File: config.mk
export PLATFORM = sky130hd
export DESIGN_NAME = ex_div_iter
export DESIGN_NICKNAME = d
export VERILOG_FILES = /design/src/rtl/ex_div_iter_pkg.sv /design/src/rtl/ex_div_step.sv /design/src/rtl/ex_div_iter.sv
export SDC_FILE = /design/constraint.sdc
export NUM_CORES = 1
export LEC_CHECK = 0
export ABC_AREA = 0
export CAP_MARGIN = 20
export CORE_MARGIN = 1.5
export CORE_UTILIZATION = 45
export DETAILED_ROUTE_END_ITERATION = 12
export HOLD_SLACK_MARGIN = 0.02
export PLACE_DENSITY = 0.66
export SETUP_SLACK_MARGIN = 0.02
export SLEW_MARGIN = 10
export SYNTH_ARGS = -nofsm -noshare
export SYNTH_HDL_FRONTEND = slang
export SYNTH_SLANG_ARGS = --single-unit
File: constraint.sdc
create_clock -name clk -period 7 [get_ports clk]
set_input_delay 1.4 -clock clk [delete_from_list [all_inputs] [get_ports clk]]
set_output_delay 1.4 -clock clk [all_outputs]
set_load 0.02 [all_outputs]
File: src/rtl/ex_div_iter_pkg.sv
// Shared definitions for the EX-stage iterative divider: FSM encodings and
// the slot this unit occupies on the CTRL stall-request bus.
package ex_div_iter_pkg;

    typedef enum logic [1:0] {
        DIV_IDLE = 2'd0,
        DIV_RUN  = 2'd1,
        DIV_DONE = 2'd2
    } div_state_e;

    // Width of the CTRL stall-request bus and this divider's bit within it
    localparam int STALL_W       = 6;
    localparam int STALL_IDX_DIV = 3;

endpackage

File: src/rtl/ex_div_step.sv
// One radix-2 restoring step: shift a dividend bit into the partial remainder,
// trial-subtract the divisor, keep the difference when it is non-negative.
module ex_div_step #(
    parameter int WIDTH = 32
) (
    input  logic [WIDTH:0]   i_rem,
    input  logic             i_shift_bit,
    input  logic [WIDTH-1:0] i_divisor,
    output logic [WIDTH:0]   o_rem,
    output logic             o_q_bit
);

    // One extra bit of headroom so the sign of the trial difference is exact
    logic [WIDTH+1:0] w_shifted;
    logic [WIDTH+1:0] w_diff;

    assign w_shifted = {i_rem, i_shift_bit};
    assign w_diff    = w_shifted - {2'b00, i_divisor};
    assign o_q_bit   = ~w_diff[WIDTH+1];
    assign o_rem     = o_q_bit ? w_diff[WIDTH:0] : w_shifted[WIDTH:0];

endmodule

File: src/rtl/ex_div_iter.sv
// Iterative radix-2 restoring divider for the EX stage, signed/unsigned, with
// flush cancel. Define EX_DIV_ZERO_FAST_EN to finish divide-by-zero in one cycle.
module ex_div_iter
    import ex_div_iter_pkg::*;
#(
    parameter int WIDTH = 32
) (
    input  logic             clk,
    input  logic             rst,
    input  logic             start,
    input  logic             signed_div,
    input  logic [WIDTH-1:0] dividend,
    input  logic [WIDTH-1:0] divisor,
    input  logic             annul,
    output logic             busy,
    output logic             stallreq,
    output logic             ready,
    output logic [WIDTH-1:0] quotient,
    output logic [WIDTH-1:0] remainder
);

    localparam int CNT_W = $clog2(WIDTH + 1);

    div_state_e       r_state;
    div_state_e       w_state_next;
    logic [CNT_W-1:0] r_cnt;
    logic [WIDTH-1:0] r_dq;       // dividend magnitude, refilled with quotient bits
    logic [WIDTH-1:0] r_dvs;
    logic [WIDTH:0]   r_rem;
    logic             r_neg_q;
    logic             r_neg_r;
    logic             r_zero;
    logic [WIDTH-1:0] r_quotient;
    logic [WIDTH-1:0] r_remainder;

    logic             w_accept;
    logic             w_div_zero_in;
    logic [WIDTH-1:0] w_dvd_mag;
    logic [WIDTH-1:0] w_dvs_mag;
    logic [WIDTH:0]   w_rem_next;
    logic             w_q_bit;
    logic [WIDTH-1:0] w_q_final;
    logic [WIDTH-1:0] w_r_final;
    logic             w_last;
    logic             w_stallreq;
    logic             w_ready;

    assign w_accept      = (r_state == DIV_IDLE) && start && !annul;
    assign w_div_zero_in = (divisor == '0);
    // Negating the most-negative value yields itself, which is the right magnitude unsigned
    assign w_dvd_mag     = (signed_div && dividend[WIDTH-1]) ? -dividend : dividend;
    assign w_dvs_mag     = (signed_div && divisor[WIDTH-1])  ? -divisor  : divisor;
    assign w_last        = (r_cnt == CNT_W'(1));

    ex_div_step #(.WIDTH(WIDTH)) u_step (
        .i_rem       (r_rem),
        .i_shift_bit (r_dq[WIDTH-1]),
        .i_divisor   (r_dvs),
        .o_rem       (w_rem_next),
        .o_q_bit     (w_q_bit)
    );

    assign w_q_final = {r_dq[WIDTH-2:0], w_q_bit};
    assign w_r_final = w_rem_next[WIDTH-1:0];

    always_ff @(posedge clk) begin
        if (rst) begin
            r_state <= DIV_IDLE;
        end else begin
            r_state <= w_state_next;
        end
    end

    always_comb begin
        w_state_next = r_state;
        w_stallreq   = 1'b0;
        w_ready      = 1'b0;
        case (r_state)
            DIV_IDLE: begin
                if (w_accept) begin
                    w_stallreq = 1'b1;
`ifdef EX_DIV_ZERO_FAST_EN
                    w_state_next = w_div_zero_in ? DIV_DONE : DIV_RUN;
`else
                    w_state_next = DIV_RUN;
`endif
                end
            end
            DIV_RUN: begin
                w_stallreq = 1'b1;
                if (annul) begin
                    w_state_next = DIV_IDLE;
                end else if (w_last) begin
                    w_state_next = DIV_DONE;
                end
            end
            DIV_DONE: begin
                w_ready      = !annul;
                w_state_next = DIV_IDLE;
            end
            default: begin
                w_state_next = DIV_IDLE;
            end
        endcase
    end

    always_ff @(posedge clk) begin
        if (rst) begin
            r_cnt       <= '0;
            r_dq        <= '0;
            r_dvs       <= '0;
            r_rem       <= '0;
            r_neg_q     <= 1'b0;
            r_neg_r     <= 1'b0;
            r_zero      <= 1'b0;
            r_quotient  <= '0;
            r_remainder <= '0;
        end else begin
            case (r_state)
                DIV_IDLE: begin
                    if (w_accept) begin
                        r_neg_q <= signed_div && (dividend[WIDTH-1] ^ divisor[WIDTH-1]);
                        r_neg_r <= signed_div && dividend[WIDTH-1];
                        r_zero  <= w_div_zero_in;
                        r_dq    <= w_dvd_mag;
                        r_dvs   <= w_dvs_mag;
                        r_rem   <= '0;
                        r_cnt   <= CNT_W'(WIDTH);
`ifdef EX_DIV_ZERO_FAST_EN
                        if (w_div_zero_in) begin
                            r_quotient  <= '1;
                            r_remainder <= dividend;
                            r_cnt       <= '0;
                        end
`endif
                    end
                end
                DIV_RUN: begin
                    if (annul) begin
                        r_cnt <= '0;
                    end else begin
                        r_dq  <= w_q_final;
                        r_rem <= w_rem_next;
                        r_cnt <= r_cnt - CNT_W'(1);
                        if (w_last) begin
                            // Divide by zero reports all ones regardless of operand signs
                            r_quotient  <= r_zero  ? '1 : (r_neg_q ? -w_q_final : w_q_final);
                            r_remainder <= r_neg_r ? -w_r_final : w_r_final;
                        end
                    end
                end
                default: begin
                end
            endcase
        end
    end

    assign busy      = (r_state != DIV_IDLE);
    assign stallreq  = w_stallreq;
    assign ready     = w_ready;
    assign quotient  = r_quotient;
    assign remainder = r_remainder;

endmodule

Word-level counts from Yosys, hierarchy flattened
Index checks and enable logic that the tools add are counted.
{"block": "totals", "wordCells": 62, "register_bits": 172}
{"block": "op_classes", "n_addsub": 6, "mux": 22, "bitwise_logic": 3, "n_eq_ne": 6, "n_reduce_logical": 15}
{"op": "$mux 32", "n": 7}
{"op": "$neg 32->32", "n": 4}
{"op": "$mux 33", "n": 3}
{"op": "$pmux 33 s2", "n": 1}
{"op": "$pmux 32 s2", "n": 1}
{"op": "$sub 34x32->34", "n": 1}
{"op": "$logic_not 32->1", "n": 1}
{"op": "$mux 6", "n": 2}
{"op": "$pmux 6 s2", "n": 1}
{"op": "$eq 6x1->1 const B", "n": 1}
{"op": "$mux 2", "n": 3}
{"op": "$reduce_and 2->1", "n": 3}
{"op": "$reduce_and 3->1", "n": 2}
{"op": "$sub 6x1->6 const B", "n": 1}
{"op": "$logic_and 1x1->1", "n": 5}
{"op": "$ne 2x2->1 const B", "n": 2}
{"op": "$pmux 2 s2", "n": 1}
{"op": "$reduce_bool 2->1", "n": 2}
{"op": "$ne 3x3->1 const B", "n": 1}
{"op": "$eq 2x1->1 const B", "n": 1}
{"op": "$eq 2x2->1 const B", "n": 1}
{"op": "$logic_not 2->1", "n": 1}
{"op": "$mux 1", "n": 2}
{"op": "$not 1->1", "n": 2}
{"op": "other kinds (3)", "n": 3}

Longest topological paths before layout
{"block": "logic_depth", "word_depth": 5, "mapped_depth": 26, "ltp_nobuf": 21}

Hierarchy
Synthesis repeated with hierarchy kept, for this count alone.
{"block": "hier_totals", "cells_unflattened": 1474, "area_unflattened_um2": 11599.9}
{"module": "ex_div_iter", "cells_per_inst": 1168, "instances": 1, "seq_area_each_um2": 3443.3, "area_each_um2": 9386.5}
{"module": "ex_div_step", "cells_per_inst": 306, "instances": 1, "seq_area_each_um2": 0.0, "area_each_um2": 2213.4}

Least setup slack after synthesis
Ideal clock, no wire load.
{"block": "synth_timing", "path_kind": "reg2reg", "from": "register r_dvs[1]", "to": "register r_quotient[30], in the netlist quotient[30]", "arrival_ns": 4.744, "n_path_buf": 4, "stages_incl_launch_ff": 24, "setup_ns": 0.128, "setup_slack_ns": 2.129, "cell_sequence": "dfxtp_1 > inv_1 > ha_1 > nor2b_1 > o2111ai_1 > a21o_1 > a21oi_1 > nor4_2 > nor2_4 > inv_2 > buf_2 > buf_2 > buf_2 > buf_2 > ha_1 > nand2_1 > or3_1 > or4_1 > or2_1 > or3_4 > o41ai_2 > xnor2_1 > o22ai_1 > nor2_1"}
{"block": "synth_via", "elab_chain_cells": 5}
{"element": "from (decl)", "line": "ex_div_iter.sv:28", "source": "logic [WIDTH-1:0] r_dvs;"}
{"element": "from (signal assigned)", "line": "ex_div_iter.sv:126", "source": "r_dvs <= w_dvs_mag;"}
{"element": "$sub 34x32->34", "line": "ex_div_step.sv:18", "source": "assign w_diff = w_shifted - {2'b00, i_divisor};"}
{"element": "$not 1->1", "line": "ex_div_step.sv:19", "source": "assign o_q_bit = ~w_diff[WIDTH+1];"}
{"element": "$neg 32->32", "line": "ex_div_iter.sv:147", "source": "r_quotient <= r_zero ? '1 : (r_neg_q ? -w_q_final : w_q_final);"}
{"element": "$mux 32 (2 in series)", "line": "ex_div_iter.sv:147"}
{"element": "to (signal assigned)", "line": "ex_div_iter.sv:147"}
{"element": "to (decl)", "line": "ex_div_iter.sv:33", "source": "logic [WIDTH-1:0] r_quotient;"}
Every way passes these cells.
A chain may end at the register's enable or synchronous reset.

Worst setup path in the final report
{"block": "layout_timing", "from": "register r_rem[0]", "to": "register r_remainder[16], in the netlist remainder[16]"}
{"block": "layout_via", "elab_chain_cells": 4}
{"element": "from (decl)", "line": "ex_div_iter.sv:29", "source": "logic [WIDTH:0] r_rem;"}
{"element": "from (signal assigned)", "line": "ex_div_iter.sv:143", "source": "r_rem <= w_rem_next;"}
{"element": "$sub 34x32->34", "line": "ex_div_step.sv:18"}
{"element": "$mux 33 *", "line": "ex_div_step.sv:20", "source": "assign o_rem = o_q_bit ? w_diff[WIDTH:0] : w_shifted[WIDTH:0];"}
{"element": "$neg 32->32", "line": "ex_div_iter.sv:148", "source": "r_remainder <= r_neg_r ? -w_r_final : w_r_final;"}
{"element": "$mux 32 *", "line": "ex_div_iter.sv:148"}
{"element": "to (signal assigned)", "line": "ex_div_iter.sv:148"}
{"element": "to (decl)", "line": "ex_div_iter.sv:34", "source": "logic [WIDTH-1:0] r_remainder;"}
Mark *: on every way between the ends. The rest lies on a longest branch, timed or not.

==> impl_metrics.py <==
metrics = {
    "route": {
        "routedWlPerCell_microns": 18.6,
        "drc_errors": 0,
        "wirelength_microns": 37400,
        "detail-route-antenna-nets": 0,
        "first_pass_iters": 5,
        "drt-vias-per-instance": 5.95,
        "vias": 12000,
        "drt_iter0_drc": 816,
    },
    "floorplanning": {
        "dieHeight_microns": 165,
        "dieArea_sq_mm": 0.0272,
        "core_area_sq_mm": 0.0259,
        "start_util_pct": 45.5,
        "io_pins": 136,
        "rows": 59,
        "dieWidth_microns": 165,
    },
    "timing": {
        "finClkSkew_ns": 0.0169,
        "drv_slew": 0,
        "tightest_slew_ns": 1.04,
        "hold_viol": 0,
        "min_period_ns": 5.53,
        "setup_violations": 0,
        "max_freq_ghz": 0.181,
        "tns_ns": 0,
        "period_share_pct": 79.0,
        "grt_setup_unrepaired": "false",
        "slew_headroom_pct": 30.7,
    },
    "place": {
        "gp_congestion": 0.877,
        "placed_area_sq_mm": 0.0133,
        "dp_hpwl_microns": 27600,
        "placement.io_buffers": 135,
        "place_inst": 1979,
    },
    "global_route": {
        "grt_pass1_wl_microns": 59300,
        "grt_pass1_vias": 11100,
        "grt_usage_pct": 27.8,
        "grt_overflow": 0,
        "antenna_found_initial": 0,
        "grt_start_max_net_pins": 97,
    },
    "synthesis": {
        "synthCells": 1597,
        "synth-seq-area-share_pct": 29.2,
        "synth_edf_count": 0,
        "yosys.area.top_type": "dfxtp_1",
        "ys_async_sr_fraction_pct": 0,
        "syn-num-nets": 1705,
        "postSynthAreaPerCell_sq_um": 7.38,
        "yosysMostFrequentCell": "nor2_1",
        "synth_area_leaders": "dfxtp_1 (29%), nor2_1 (7.5%), a21oi_1 (6.5%), xnor2_1 (5.9%), nand2_1 (4.9%)",
        "synth_common_cells": "nor2_1 (236), dfxtp_1 (172), a21oi_1 (154), nand2_1 (154), xnor2_1 (79)",
        "synth_seq_cells": 172,
        "yosysWarnings": 0,
        "syn_area_sq_mm": 0.0118,
        "synth_cell_types": 84,
        "synth_ff_type": "dfxtp_1",
        "synth_top_area_share_pct": 29.2,
    },
    "worst_setup_path": {
        "reg2reg_depth": 20,
        "crit-reg2reg-launch": "r_rem[0]",
        "r2r_end": "remainder[16]",
        "path_max_fanout": 47,
        "crit_type": "register to register",
        "critPathMaxStageDelay_ns": 0.79,
        "cp_top_family": "compound AO/OA/AOI/OAI gates",
        "path_cells": "ha_1, nor2b_1, o2111ai_1, a21o_1, a21oi_1, nor4_2, clkbuf_4, nor2_4, inv_2, o21ai_0, inv_1, ha_1, nand2_1, nor3_1, nand4_1, a222oi_1, a31oi_1, xnor2_1, nand2_1, a21oi_1",
        "rrSetupSlack_ns": 1.47,
        "worst_setup_path_start_kind": "register",
        "cp_num_buf_inv": 3,
        "arrival_ns": 5.90,
        "critPathSlowestCell": "a222oi_1",
        "worstPathRequired_ns": 7.37,
        "worstSetupEndpointType": "register",
    },
    "finish": {
        "drive_above_1_share_pct": 4.83,
        "final_nets": 1772,
        "stdcell_area_sq_mm": 0.0139,
        "insertedDiodeCount": 0,
        "stdcell_count": 2012,
        "utilization_pct": 53.5,
        "syn_to_final_growth_pct": 17.6,
    },
    "clock_tree": {
        "h-tree-depth": 4,
        "cts_resized": 0,
        "holdBufCountCts": 0,
        "postCtsSetupBuffers": 0,
        "insertion_delay_ns": 0.44,
        "clkSinkCount": 172,
        "numCtsBuffers": 17,
        "clk_pin_slew_worst_paths_ns": 0.08,
        "cts-root-buf": "clkbuf_16",
        "cts_tree": "built",
        "clk_path_buf_depth": 2,
    },
    "min_path": {
        "min_to": "remainder[14]",
        "worstHoldPathCells": 2,
        "hold_path.class": "register to register",
        "hp-start": "remainder[14]",
    },
    "power": {
        "vdd_ir_drop_max_mv": 0.160,
        "leakage_nw": 5.17,
        "pwr_density_cell_mw_per_mm2": 188,
    },
    "run_status": {
        "status": "completed",
    },
    "job": {
        "maxCapViolCount": 0,
    },
}
==> worst max-delay path by stage <==
stage                     cells after the start       from       endpoint  slack, ns
after floorplan                              23   r_dvs[1]   quotient[30]       2.13
after global placement                       19  r_dvs[18]   quotient[30]       1.54
after detailed placement                     18   r_rem[0]   quotient[30]       1.30
after CTS                                    18   r_rem[0]   quotient[30]       1.25
after global routing                         20   r_rem[0]  remainder[22]       0.89
final                                        20   r_rem[0]  remainder[16]       1.47
==> routing by layer <==
layer / vias to the layer above / share of wire, % / global-route usage [%]
met5: - / 0 / 0
met4: 0 / 3.4 / 11.5
met3: 79 / 5.4 / 4.62
met2: 364 / 48 / 47.0
met1: 5613 / 43 / 34.9
li1: 5913 / - / -
==> sequential cells by signal, summed over array words and instances (netlist names) <==
register,cells
quotient,32
r_cnt,6
r_dq,32
r_dvs,32
r_neg_q,1
r_neg_r,1
r_rem,33
r_state,2
r_zero,1
remainder,32
==> cell usage in the layout, fill, tap and decap left out, types with 13 or more instances in the layout <==
cell / n
nor2_1: 234
dfxtp_1: 172
a21oi_1: 154
nand2_1: 154
clkdlybuf4s50_1: 134
xnor2_1: 79
o21ai_0: 75
inv_1: 56
a211oi_1: 56
nor3_1: 52
xor2_1: 38
ha_1: 38
or3_1: 33
o22ai_1: 23
a22oi_1: 20
o31ai_1: 19
nand3_1: 18
and2_1: 17
clkbuf_16: 17
a21o_1: 16
a311oi_1: 15
mux2i_1: 14
and3_1: 13
nor4_1: 13
==> metrics by stage <==
step / power, mW / setup WS (ns) / hold slack [ns]
floorplan: 1.45 / 2.13 / 0.432
global placement: 1.62 / 1.54 / 0.440
detailed placement: 1.62 / 1.30 / 0.444
CTS: 2.61 / 1.25 / 0.452
global route: 2.72 / 0.886 / 0.469
finish: 2.60 / 1.47 / 0.452
==> power breakdown <==
part           leakage [nW]  switching, mW  internal (mW)
Clock                 0.286          0.444          0.546
Sequential             1.40         0.0294           1.01
Combinational          3.49          0.355          0.219
Total                  5.17          0.828           1.77
==> worst reg2reg max path, cell delays in order, from the launching register on <==
cell       delay [ns]
dfxtp_1          0.44
ha_1             0.27
nor2b_1          0.14
o2111ai_1        0.47
a21o_1           0.27
a21oi_1          0.15
nor4_2           0.32
clkbuf_4         0.30
nor2_4           0.05
inv_2            0.59
o21ai_0          0.27
inv_1            0.11
ha_1             0.22
nand2_1          0.07
nor3_1           0.23
nand4_1          0.15
a222oi_1         0.79
a31oi_1          0.20
xnor2_1          0.20
nand2_1          0.07
a21oi_1          0.17
==> logic make-up (layout without fill, tap and decap cells) <==
kind of cell	count (synthesis)	count (layout)	synth area share (%)
AOI/OAI and AO/OA	483	483	26.5
xor gates and xnor gates	117	117	8.69
adders and majority gates	39	39	4.20
buffers and inverters	155	235	5.23
DFF	172	172	29.2
muxes	21	21	1.86
and+or+nand+nor	610	610	24.3
==> final cells by class <==
| class | count | area [sq um] |
|---|---|---|
| fillers | 2555 | 12100 |
| multi-input cells | 1270 | 7750 |
| flip-flops and latches | 172 | 3440 |
| repair buffers | 146 | 1430 |
| clock buffers | 20 | 447 |
| well taps | 335 | 419 |
| inverters | 57 | 214 |
| clock inverters | 12 | 155 |
Power figures use the tool's default switching activity.
